File: src/rtl/sample_player_if.sv
// Bus bundle for sample_player: memory write port, playback control and the
// sample stream that feeds fir_filter.data_in.
interface sample_player_if #(
   parameter int N     = 16,
   parameter int AW    = 5,
   parameter int DIV_W = 8
);
   logic             wr_en;
   logic [AW-1:0]    wr_addr;
   logic [N-1:0]     wr_data;
   logic             start;
   logic             stop;
   logic [AW-1:0]    length;
   logic [DIV_W-1:0] rate_div;
   logic [N-1:0]     sample_out;
   logic             sample_valid;
   logic             busy;
   logic             done;

   modport master (
      output wr_en, wr_addr, wr_data, start, stop, length, rate_div,
      input  sample_out, sample_valid, busy, done
   );

   modport slave (
      input  wr_en, wr_addr, wr_data, start, stop, length, rate_div,
      output sample_out, sample_valid, busy, done
   );
endinterface

File: src/rtl/sample_player.sv
// Programmable sample source: 2^AW x N memory replayed at a divided rate with a
// zero-order hold. Define SAMPLE_PLAYER_LOOP_EN to loop playback instead of one-shot.
module sample_player #(
   parameter int N     = 16,
   parameter int AW    = 5,
   parameter int DIV_W = 8
) (
   input logic            clk,
   input logic            reset,
   sample_player_if.slave bus
);

   localparam logic [0:0] IDLE = 1'b0;
   localparam logic [0:0] PLAY = 1'b1;

   logic [0:0]       state_q, state_d;
   logic [AW-1:0]    addr_q, addr_d;
   logic [AW-1:0]    len_q, len_d;
   logic [DIV_W-1:0] cnt_q, cnt_d;
   logic [DIV_W-1:0] div_q, div_d;
   logic [N-1:0]     sampleOut_q, sampleOut_d;
   logic             sampleValid_q, sampleValid_d;
   logic             done_q, done_d;
   logic [N-1:0]     mem_q [0:(1<<AW)-1];
   logic             tick;

   assign tick = (cnt_q == div_q);

   // Next-state logic; stop has priority over a tick so an aborted run emits nothing
   always_comb begin
      state_d       = state_q;
      addr_d        = addr_q;
      len_d         = len_q;
      cnt_d         = cnt_q;
      div_d         = div_q;
      sampleOut_d   = sampleOut_q;
      sampleValid_d = 1'b0;
      done_d        = 1'b0;
      case (state_q)
         IDLE: begin
            if (bus.start && !bus.stop) begin
               state_d = PLAY;
               addr_d  = '0;
               cnt_d   = '0;
               len_d   = bus.length;
               div_d   = bus.rate_div;
            end
         end
         PLAY: begin
            if (bus.stop) begin
               state_d = IDLE;
            end else if (tick) begin
               sampleOut_d   = mem_q[addr_q];
               sampleValid_d = 1'b1;
               cnt_d         = '0;
               if (addr_q == len_q) begin
                  done_d = 1'b1;
                  addr_d = '0;
`ifdef SAMPLE_PLAYER_LOOP_EN
                  state_d = PLAY;
`else
                  state_d = IDLE;
`endif
               end else begin
                  addr_d = addr_q + 1'b1;
               end
            end else begin
               cnt_d = cnt_q + 1'b1;
            end
         end
         default: state_d = IDLE;
      endcase
   end

   always_ff @(posedge clk) begin
      if (reset) begin
         state_q       <= IDLE;
         addr_q        <= '0;
         len_q         <= '0;
         cnt_q         <= '0;
         div_q         <= '0;
         sampleOut_q   <= '0;
         sampleValid_q <= 1'b0;
         done_q        <= 1'b0;
      end else begin
         state_q       <= state_d;
         addr_q        <= addr_d;
         len_q         <= len_d;
         cnt_q         <= cnt_d;
         div_q         <= div_d;
         sampleOut_q   <= sampleOut_d;
         sampleValid_q <= sampleValid_d;
         done_q        <= done_d;
      end
   end

   // Memory survives reset; writes are accepted only while idle
   always_ff @(posedge clk) begin
      if (state_q == IDLE && bus.wr_en) begin
         mem_q[bus.wr_addr] <= bus.wr_data;
      end
   end

   assign bus.sample_out   = sampleOut_q;
   assign bus.sample_valid = sampleValid_q;
   assign bus.busy         = (state_q == PLAY);
   assign bus.done         = done_q;

endmodule

File: src/flat_wrapper.sv
// flat-port wrapper written by rule: the top's interface ports become plain ports
module sample_player_flat 
#(
   parameter int N     = 16,
   parameter int AW    = 5,
   parameter int DIV_W = 8
)
  (clk, reset, bus_wr_en, bus_wr_addr, bus_wr_data, bus_start, bus_stop, bus_length, bus_rate_div, bus_sample_out, bus_sample_valid, bus_busy, bus_done);
  sample_player_if #(.N(N), .AW(AW), .DIV_W(DIV_W)) bus_i ();
  input logic clk;
  input logic reset;
  input wire logic [$bits(bus_i.wr_en)-1:0] bus_wr_en;
  input wire logic [$bits(bus_i.wr_addr)-1:0] bus_wr_addr;
  input wire logic [$bits(bus_i.wr_data)-1:0] bus_wr_data;
  input wire logic [$bits(bus_i.start)-1:0] bus_start;
  input wire logic [$bits(bus_i.stop)-1:0] bus_stop;
  input wire logic [$bits(bus_i.length)-1:0] bus_length;
  input wire logic [$bits(bus_i.rate_div)-1:0] bus_rate_div;
  output wire logic [$bits(bus_i.sample_out)-1:0] bus_sample_out;
  output wire logic [$bits(bus_i.sample_valid)-1:0] bus_sample_valid;
  output wire logic [$bits(bus_i.busy)-1:0] bus_busy;
  output wire logic [$bits(bus_i.done)-1:0] bus_done;
  assign bus_i.wr_en = bus_wr_en;
  assign bus_i.wr_addr = bus_wr_addr;
  assign bus_i.wr_data = bus_wr_data;
  assign bus_i.start = bus_start;
  assign bus_i.stop = bus_stop;
  assign bus_i.length = bus_length;
  assign bus_i.rate_div = bus_rate_div;
  assign bus_sample_out = bus_i.sample_out;
  assign bus_sample_valid = bus_i.sample_valid;
  assign bus_busy = bus_i.busy;
  assign bus_done = bus_i.done;
  sample_player #(.N(N), .AW(AW), .DIV_W(DIV_W)) u_core (.clk(clk), .reset(reset), .bus(bus_i));
endmodule
File: config.mk
export PLATFORM = sky130hd
export DESIGN_NAME = sample_player_flat
export DESIGN_NICKNAME = d
export VERILOG_FILES = /design/src/rtl/sample_player_if.sv /design/src/rtl/sample_player.sv /design/src/flat_wrapper.sv
export SDC_FILE = /design/constraint.sdc
export NUM_CORES = 1
export LEC_CHECK = 0
export BUFFER_PORTS_ARGS = -buffer_cell sky130_fd_sc_hd__buf_2
export CAP_MARGIN = 5
export CORE_MARGIN = 2
export CORE_UTILIZATION = 50
export CTS_BUF_LIST = sky130_fd_sc_hd__clkbuf_8
export CTS_CLUSTER_DIAMETER = 50
export DETAILED_ROUTE_END_ITERATION = 12
export PLACE_DENSITY = 0.66
export SKIP_CTS_REPAIR_TIMING = 1
export SYNTH_ARGS = -nofsm -noshare
export SYNTH_HDL_FRONTEND = slang
export SYNTH_SLANG_ARGS = --single-unit
File: constraint.sdc
create_clock -name clk -period 4.8 [get_ports clk]
set_clock_uncertainty 0.2 [all_clocks]
set_input_delay 1.44 -clock clk [delete_from_list [all_inputs] [get_ports clk]]
set_output_delay 1.44 -clock clk [all_outputs]
set_load 0.05 [all_outputs]
==> impl_metrics.toml, run 1 <==
[logic_synthesis]
synth_area_leaders = "edfxtp_1 70%, mux4_2 7.2%, mux2i_1 5.3%"
syn_area_um2 = 21800
synth_compound_area_frac = 0.0574
postSynthCellCount = 1220
ys_warn_count = 0
synth_xor_area_frac = 0.00682
synth_ff_type = "edfxtp_1"
synth-simple-area-share = 0.0424
synth_cell_types = 52
synth_top_family_by_area = "multiplexers"
async_reset_ff_frac = 0
post-synth-top-area-cell = "edfxtp_1"
yosysSeqAreaShare = 0.746
ys_seq_elements = 557
synth_edf_count = 512
muxShareOfSynthArea = 0.125
postSynthAreaPerCell_um2 = 17.9
syn_nets = 1261
synth_adder_area_share = 0.00115
synth_top_cell_area_share = 0.704

[critical_path]
cp_slowest_stage_delay_ps = 670
cp_slowest_cell = "dfxtp_1"
path_cells = "buf_2"
cp_top_family = "flip-flops"
cp.required_ps = 3160
crit_path_end_kind = "primary output"
reg2regPathDepth = 6
path_class = "flop to primary output"
cp.arrival_ps = 1680
path_max_fanout = 9
crit_cells = 1
cp.buffers_inverters = 1
crit_path_start_kind = "flop"

[placement]
place_area_um2 = 22900
gp_congestion = 0.864
hpwl_um = 31700
io_buffers = 57
pre_cts_ws_ps = 1530

[drt]
routed_wl_um = 50900
routed-via-count = 11600
routed_via_density = 5.78
postRouteAntennaNets = 0
drt_iter0_drc = 1323
post_drt_wl_per_cell_um = 25.3
drc = 0
dr.pass1.iters = 7

[grt]
grt_max_degree = 45
track_usage = 0.231
antenna_found_initial = 1
grt_pass1_vias = 11500
grt_pass1_wl_um = 74600
overflow = 0

[finish]
num-fill-cells = 3276
syn_to_final_growth_pct = 11.9
fin_area_um2 = 24400
multi_input_area_um2 = 5100
drive_gt1_frac = 0.217
regArea_um2 = 16300
nets = 1394

[hold_path]
min_delay_path_depth = 2
hp-class = "flop to flop"

[sta]
setup_viol = 0
tightestPinTransition_ps = 1100
tns_ps = 0
relSlewSlack = 0.251
fmax_mhz = 301
final-max-slew-violation-count = 0
rsz0062_at_grt = "no"
whs_ps = 273
min_period_over_period = 0.692
finalHoldViolations = 0
timing.final.ws_setup_ps = 1480
period_needed_ps = 3320

[cts]
insertion_delay_ps = 650
cts_num_sinks = 557
cts_root_buffer = "clkbuf_8"
htreeDepth = 3
cts_tree = "yes"
clk_pin_slew_ps = 60
cts_made_buffers = 86
cts_max_path_buffers = 3

[floorplanning]
io_pins = 58
die_h_um = 213
core_area_um2 = 43100
rows = 76
initial_utilization = 0.507
fp.dieW_um = 213
die_area_um2 = 45300

[run_status]
status = "completed"

[power_and_ir_drop]
leakagePower_uw = 0.00779
power_density_nw_per_um2 = 388
ir_drop_v = 0.000191

[job]
drv_cap = 0
==> cell type report <==
| type | count | share of cell area |
|---|---|---|
| timing repair buffer | 114 | 0.0297 |
| tap | 585 | 0.0300 |
| sequential | 557 | 0.667 |
| clock inverter | 71 | 0.0144 |
| clock buffer | 88 | 0.0496 |
| multi-input combinational | 591 | 0.209 |
| inverter | 3 | 0.000461 |
| antenna | 1 | 0.000102 |
==> synth_stat cells, types with 5 or more instances <==
cell type and count:
edfxtp_1 512, nor2_1 116, mux2i_1 115, mux4_2 70, nand2_1 48, dfxtp_1 45
a21oi_1 41, a221oi_1 33, clkbuf_1 28, a221o_1 22, o21ai_0 18, buf_2 15
nor3_1 13, o21ai_1 12, xnor2_1 12, o211ai_1 10, a311oi_1 8, nand3_1 8
buf_6 7, buf_8 7, buf_4 6, buf_1 5, xor2_1 5
==> through the flow <==
step / utilization / cells / total power (uW)
finish: 0.567 / 2010 / 9480
global route: 0.567 / 2010 / 9800
CTS: 0.567 / 2009 / 9560
detailed placement: 0.531 / 1850 / 6000
global placement: 0.531 / 1850 / 5990
floorplan: - / 1220 / 5800
==> cells by family after synthesis <==
logic type,Yosys count
XOR/XNOR,17
AO/OA/AOI/OAI,172
flip-flops,557
AND/OR/NAND/NOR,214
adder cells (fa/ha/maj),2
multiplexers,186
buffers and inverters,72
==> where the power goes <==
| group | internal [uW] | leakage (uW) | switching, uW |
|---|---|---|---|
| registers | 5340 | 0.00498 | 36.2 |
| clock network | 1820 | 0.000911 | 1770 |
| logic | 192 | 0.00191 | 331 |
| total | 7350 | 0.00779 | 2140 |
==> cells in the final DEF (no fill, tap or decap), types with 10 or more instances in the layout <==
cell type and n:
nor2_1 116, nand2_1 48, clkbuf_8 88, a21oi_1 41, nor3_1 13, mux4_2 70, buf_4 56, o21ai_0 18
a221o_1 22, buf_2 57, o21ai_1 12, dfxtp_1 43, o211ai_1 10, a221oi_1 33, inv_1 33, mux2i_1 115
clkinv_1 22, xnor2_1 12, edfxtp_1 512, clkinv_2 13
==> final timing paths <==
path                     from                       end  slack (ps)
min           u_core.len_q[4]           u_core.len_q[4]         270
min reg2reg   u_core.len_q[4]           u_core.len_q[4]         270
max           u_core.bus.busy                  bus_busy        1480
max reg2reg  u_core.addr_q[1]  u_core.bus.sample_out[5]        1480
==> worst reg2reg max path, stage by stage, from the launching register on <==
cell and delay [ps]:
dfxtp_4 830, buf_4 580, mux4_2 330, o22ai_1 70, a2111oi_0 970, nor4_1 100
nor3_1 150
==> layer usage <==
layer | global-route usage | routed length, um | vias up
met3 | 0.0519 | 4330 | 64
met5 | 0 | 0 | -
li1 | - | - | 5176
met1 | 0.350 | 22900 | 5894
met2 | 0.334 | 22600 | 486
met4 | 0.0767 | 1120 | 0
==> state kept, by name, indices dropped and copies added (netlist names), 5 cells and up <==
register,flops
u_core.len_q,5
u_core.mem_q,512
u_core.cnt_q,8
u_core.bus.sample_out,16
u_core.div_q,8
u_core.addr_q,5
Note: power is estimated with default switching activity, not from simulation.
==> run 2: changes to the inputs <==
--- a/config.mk
+++ b/config.mk
@@ -12,7 +12,7 @@
 export CTS_BUF_LIST = sky130_fd_sc_hd__clkbuf_8
 export CTS_CLUSTER_DIAMETER = 50
 export DETAILED_ROUTE_END_ITERATION = 12
-export PLACE_DENSITY = 0.66
+export PLACE_DENSITY = 0.69
 export SKIP_CTS_REPAIR_TIMING = 1
 export SYNTH_ARGS = -nofsm -noshare
 export SYNTH_HDL_FRONTEND = slang
==> constraint.sdc (replaced) <==
create_clock -name clk -period 2.8 [get_ports clk]
set_clock_uncertainty 0.2 [all_clocks]
set_input_delay 0.84 -clock clk [delete_from_list [all_inputs] [get_ports clk]]
set_output_delay 0.84 -clock clk [all_outputs]
set_load 0.05 [all_outputs]
==> run 2 against run 1 <==
Worst setup slack lost 1400 ps. First-iteration DRC count is 18% higher. Flip-flop and latch count unchanged. Clock power up 73%. Final area is 1.8% higher. Die area unchanged. Global-route usage increased by 0.51 points.
==> impl_metrics.toml, run 2 (synthesis results as in run 1) <==
[cts]
cts_root_buffer = "clkbuf_8"
clk_pin_slew_ps = 60
cts_tree = "yes"
cts_num_sinks = 557
cts_made_buffers = 86
cts_max_path_buffers = 3
insertion_delay_ps = 640
htreeDepth = 3

[drt]
routed-via-count = 12100
postRouteAntennaNets = 0
drc = 0
routed_wl_um = 52000
routed_via_density = 5.95
post_drt_wl_per_cell_um = 25.6
dr.pass1.iters = 7
drt_iter0_drc = 1555

[finish]
num-fill-cells = 3222
layout_common_cells = "512 x edfxtp_1, 116 x nor2_1, 115 x mux2i_1"
syn_to_final_growth_pct = 13.9
drive_gt1_frac = 0.231
regArea_um2 = 16300
nets = 1427
fin_area_um2 = 24900
multi_input_area_um2 = 5100
n_antenna_cell = 0
layout_commonest_cell = "edfxtp_1"
regMostFlops = "u_core.mem_q"
largest_register_ffs = 512

[sta]
period_needed_ps = 2720
tns_ps = 0
rsz0062_at_grt = "no"
timing.final.ws_setup_ps = 76.0
fmax_mhz = 367
min_period_over_period = 0.973
setup_viol = 0
relSlewSlack = 0.314
finalHoldViolations = 0
tightestPinTransition_ps = 1020
final-max-slew-violation-count = 0

[placement]
hpwl_um = 33400
io_buffers = 57
gp_congestion = 0.906
pre_cts_ws_ps = 155
place_area_um2 = 23300

[critical_path]
cp.buffers_inverters = 1
cp_slowest_cell = "dfxtp_1"
cp_top_family = "flip-flops"
cp.arrival_ps = 1680
path_class = "flop to primary output"
path_max_fanout = 9
crit_path_start_kind = "flop"
cp_slowest_stage_delay_ps = 670
path_cells = "buf_2"
crit_path_end_kind = "primary output"
cp.required_ps = 1760

[power_and_ir_drop]
p_int_uw = 12700
power_uw = 16400
pwr-share-comb = 0.061
p_switching_uw = 3660
power_density_nw_per_um2 = 659
leakagePower_uw = 0.00800
pwr-share-seq = 0.560
p_sw_frac = 0.223
clkPwrFrac = 0.379
ir_drop_v = 0.000297

[grt]
track_usage = 0.236
grt_pass1_vias = 11800
overflow = 0
antenna_found_initial = 0
grt_max_degree = 34
grt_pass1_wl_um = 76700

[floorplanning]
initial_utilization = 0.507
fp.dieW_um = 213
rows = 76
io_pins = 58
core_area_um2 = 43100
die_area_um2 = 45300
die_h_um = 213

[run_status]
status = "completed"

[hold_path]
hp-class = "primary input to flop"

[job]
drv_cap = 0
==> run 2: area by class of cell <==
type                    instances  area share
clock buffers                  89      0.0493
clock inverters                61      0.0132
inverters                       3    0.000453
multi-input cells             591       0.205
flip-flops and latches        557       0.655
well taps                     585      0.0294
repair buffers                147      0.0477
==> run 2: metal layers <==
layer	GRT usage	part of all wire	vias to the layer above
met5	0	0	-
met4	0.0863	0.027	0
met3	0.0666	0.11	72
met1	0.359	0.43	6150
met2	0.327	0.43	631
li1	-	-	5241
==> run 2: final timing paths <==
kind | from | endpoint | slack [ps] | depth (start not counted)
worst min-delay path | bus_rate_div[5] | u_core.div_q[5] | 240 | 3
worst min register to register | u_core.div_q[3] | u_core.div_q[3] | 270 | 2
worst max-delay path | u_core.bus.busy | bus_busy | 80 | 1
worst max register to register | u_core.addr_q[2] | u_core.bus.sample_out[5] | 90 | 7
==> run 2: per-stage QoR <==
step / hold slack, ps / utilization / instances
floorplan: 248 / - / 1220
global placement: 261 / 0.541 / 1883
detailed placement: 266 / 0.541 / 1883
CTS: 207 / 0.577 / 2033
global route: 237 / 0.577 / 2033
finish: 238 / 0.577 / 2033
==> run 2: power by group through the flow <==
stage,Sequential [uW],Combinational [uW],Clock [uW]
final,9190,993,6220
after global routing,9190,1060,6690
after CTS,9190,993,6330
after detailed placement,9360,990,0
after global placement,9360,978,0
after floorplan,9370,567,0
==> run 3: changes to the inputs <==
--- a/config.mk
+++ b/config.mk
@@ -8,11 +8,11 @@
 export BUFFER_PORTS_ARGS = -buffer_cell sky130_fd_sc_hd__buf_2
 export CAP_MARGIN = 5
 export CORE_MARGIN = 2
-export CORE_UTILIZATION = 50
+export CORE_UTILIZATION = 58
 export CTS_BUF_LIST = sky130_fd_sc_hd__clkbuf_8
 export CTS_CLUSTER_DIAMETER = 50
 export DETAILED_ROUTE_END_ITERATION = 12
-export PLACE_DENSITY = 0.69
+export PLACE_DENSITY = 0.78
 export SKIP_CTS_REPAIR_TIMING = 1
 export SYNTH_ARGS = -nofsm -noshare
 export SYNTH_HDL_FRONTEND = slang
==> run 3 against run 2 <==
Final area down 1.2%. Clock power down 5.5%. Die area down 14%. Register-to-register slack better by 60 ps. Count of clock-buffer cells in the layout down 1. Via count down 1.1%. Critical path depth unchanged. Sequential power about the same. Largest cell class unchanged. Largest power group unchanged. Highest routed layer unchanged.
==> impl_metrics.toml, run 3 (synthesis results as in run 1) <==
[run_status]
status = "completed"

[grt]
grt_pass1_vias = 11600
grt_pass1_wl_um = 74400
track_usage = 0.266
grt_max_degree = 49
overflow = 0
antenna_found_initial = 0

[cts]
cts_root_buffer = "clkbuf_8"
cts_tree = "yes"
clk_pin_slew_ps = 60
htreeDepth = 3
cts_made_buffers = 84
cts_num_sinks = 557
insertion_delay_ps = 620
cts_max_path_buffers = 3

[power_and_ir_drop]
p_sw_frac = 0.225
p_switching_uw = 3600
leakagePower_uw = 0.00788
power_uw = 16000
p_int_uw = 12400
pwr-share-seq = 0.574
pwr-share-comb = 0.060
power_density_nw_per_um2 = 653
ir_drop_v = 0.000350
clkPwrFrac = 0.367

[critical_path]
cp_slowest_stage_delay_ps = 690
cp.buffers_inverters = 1
path_class = "flop to primary output"
cp_slowest_cell = "dfxtp_1"
crit_path_start_kind = "flop"
cp.arrival_ps = 1690
cp_top_family = "flip-flops"
path_cells = "buf_2"
critical_path.endpoint = "bus_busy"
rrSetupSlack_ps = 150
crit_path_end_kind = "primary output"
crit_cells = 1
reg2regPathDepth = 8
path_max_fanout = 9
startpoint = "u_core.bus.busy"
reg2reg_from = "u_core.addr_q[2]"
reg2reg_to = "u_core.bus.sample_out[5]"
cp.required_ps = 1760

[placement]
gp_congestion = 0.899
hpwl_um = 31400
place_area_um2 = 23100
io_buffers = 57

[floorplanning]
initial_utilization = 0.584
fp.dieW_um = 198
rows = 71
io_pins = 58
die_h_um = 198
core_area_um2 = 37400
die_area_um2 = 39200

[finish]
n_antenna_cell = 0
largest_register_ffs = 512
num-fill-cells = 2429
drive_gt1_frac = 0.217
syn_to_final_growth_pct = 12.5
layout_commonest_cell = "edfxtp_1"
fin_area_um2 = 24600
nets = 1402
layout_common_cells = "512 x edfxtp_1, 116 x nor2_1, 115 x mux2i_1"
regMostFlops = "u_core.mem_q"

[drt]
post_drt_wl_per_cell_um = 26.1
routed-via-count = 12000
routed_via_density = 6.16
drt_iter0_drc = 1683
postRouteAntennaNets = 0
routed_wl_um = 50700
drc = 0
dr.pass1.iters = 6

[sta]
relSlewSlack = 0.347
fmax_mhz = 366
setup_viol = 0
finalHoldViolations = 0
tightestPinTransition_ps = 969
min_period_over_period = 0.976
tns_ps = 0
period_needed_ps = 2730
rsz0062_at_grt = "no"
final-max-slew-violation-count = 0

[job]
drv_cap = 0

[hold_path]
hp-class = "primary input to flop"
run 3: changes by cell type in the layout (fill, tap and decap cells not counted), sizes merged:
| cell | change |
|---|---|
| buf | -23 |
| clkinv | +5 |
| inv | +5 |
| bufinv | -3 |
| clkbuf | -1 |
run 3: layer usage:
layer / part of all wire / wire length [um] / vias to the layer above / global-route usage
li1: - / - / 5203 / -
met1: 0.40 / 20500 / 5965 / 0.396
met2: 0.45 / 22800 / 718 / 0.386
met3: 0.12 / 6320 / 72 / 0.0729
met4: 0.021 / 1070 / 0 / 0.0858
met5: 0 / 0 / - / 0
run 3: how the worst min path moves through the flow:
stage	start	end	slack, ps	cells after the start
finish	bus_rate_div[2]	u_core.div_q[2]	260	3
global route	bus_rate_div[3]	u_core.div_q[3]	230	3
CTS	bus_rate_div[2]	u_core.div_q[2]	220	3
detailed placement	u_core.bus.sample_out[0]	u_core.bus.sample_out[0]	260	1
global placement	u_core.bus.sample_out[0]	u_core.bus.sample_out[0]	240	1
floorplan	u_core.len_q[1]	u_core.len_q[1]	250	2
run 3: cell type report:
type | count | area (um^2) | share of cell area
clock buffer | 88 | 1210 | 0.0493
clock inverter | 68 | 282 | 0.0115
inverter | 3 | 11.3 | 0.000459
multi-input combinational | 591 | 5100 | 0.208
sequential | 557 | 16300 | 0.663
tap | 511 | 639 | 0.0260
timing repair buffer | 124 | 1030 | 0.0418
run 3: power groups by stage:
stage                     Clock [uW]  Sequential, uW  Combinational (uW)
final                           5880            9190                 957
after global routing            6330            9190                1010
after CTS                       5980            9190                 952
after detailed placement           0            9360                 949
after global placement             0            9360                 930
after floorplan                    0            9370                 567
run 3: per-stage QoR:
step	std cells	utilization	worst slack [ps]	hold WS, ps
after CTS	1942	0.656	29.6	218
after global routing	1942	0.657	49.0	230
after detailed placement	1786	0.616	169	256
final	1942	0.657	68.2	259
after floorplan	1220	-	111	248
after global placement	1786	0.616	216	244
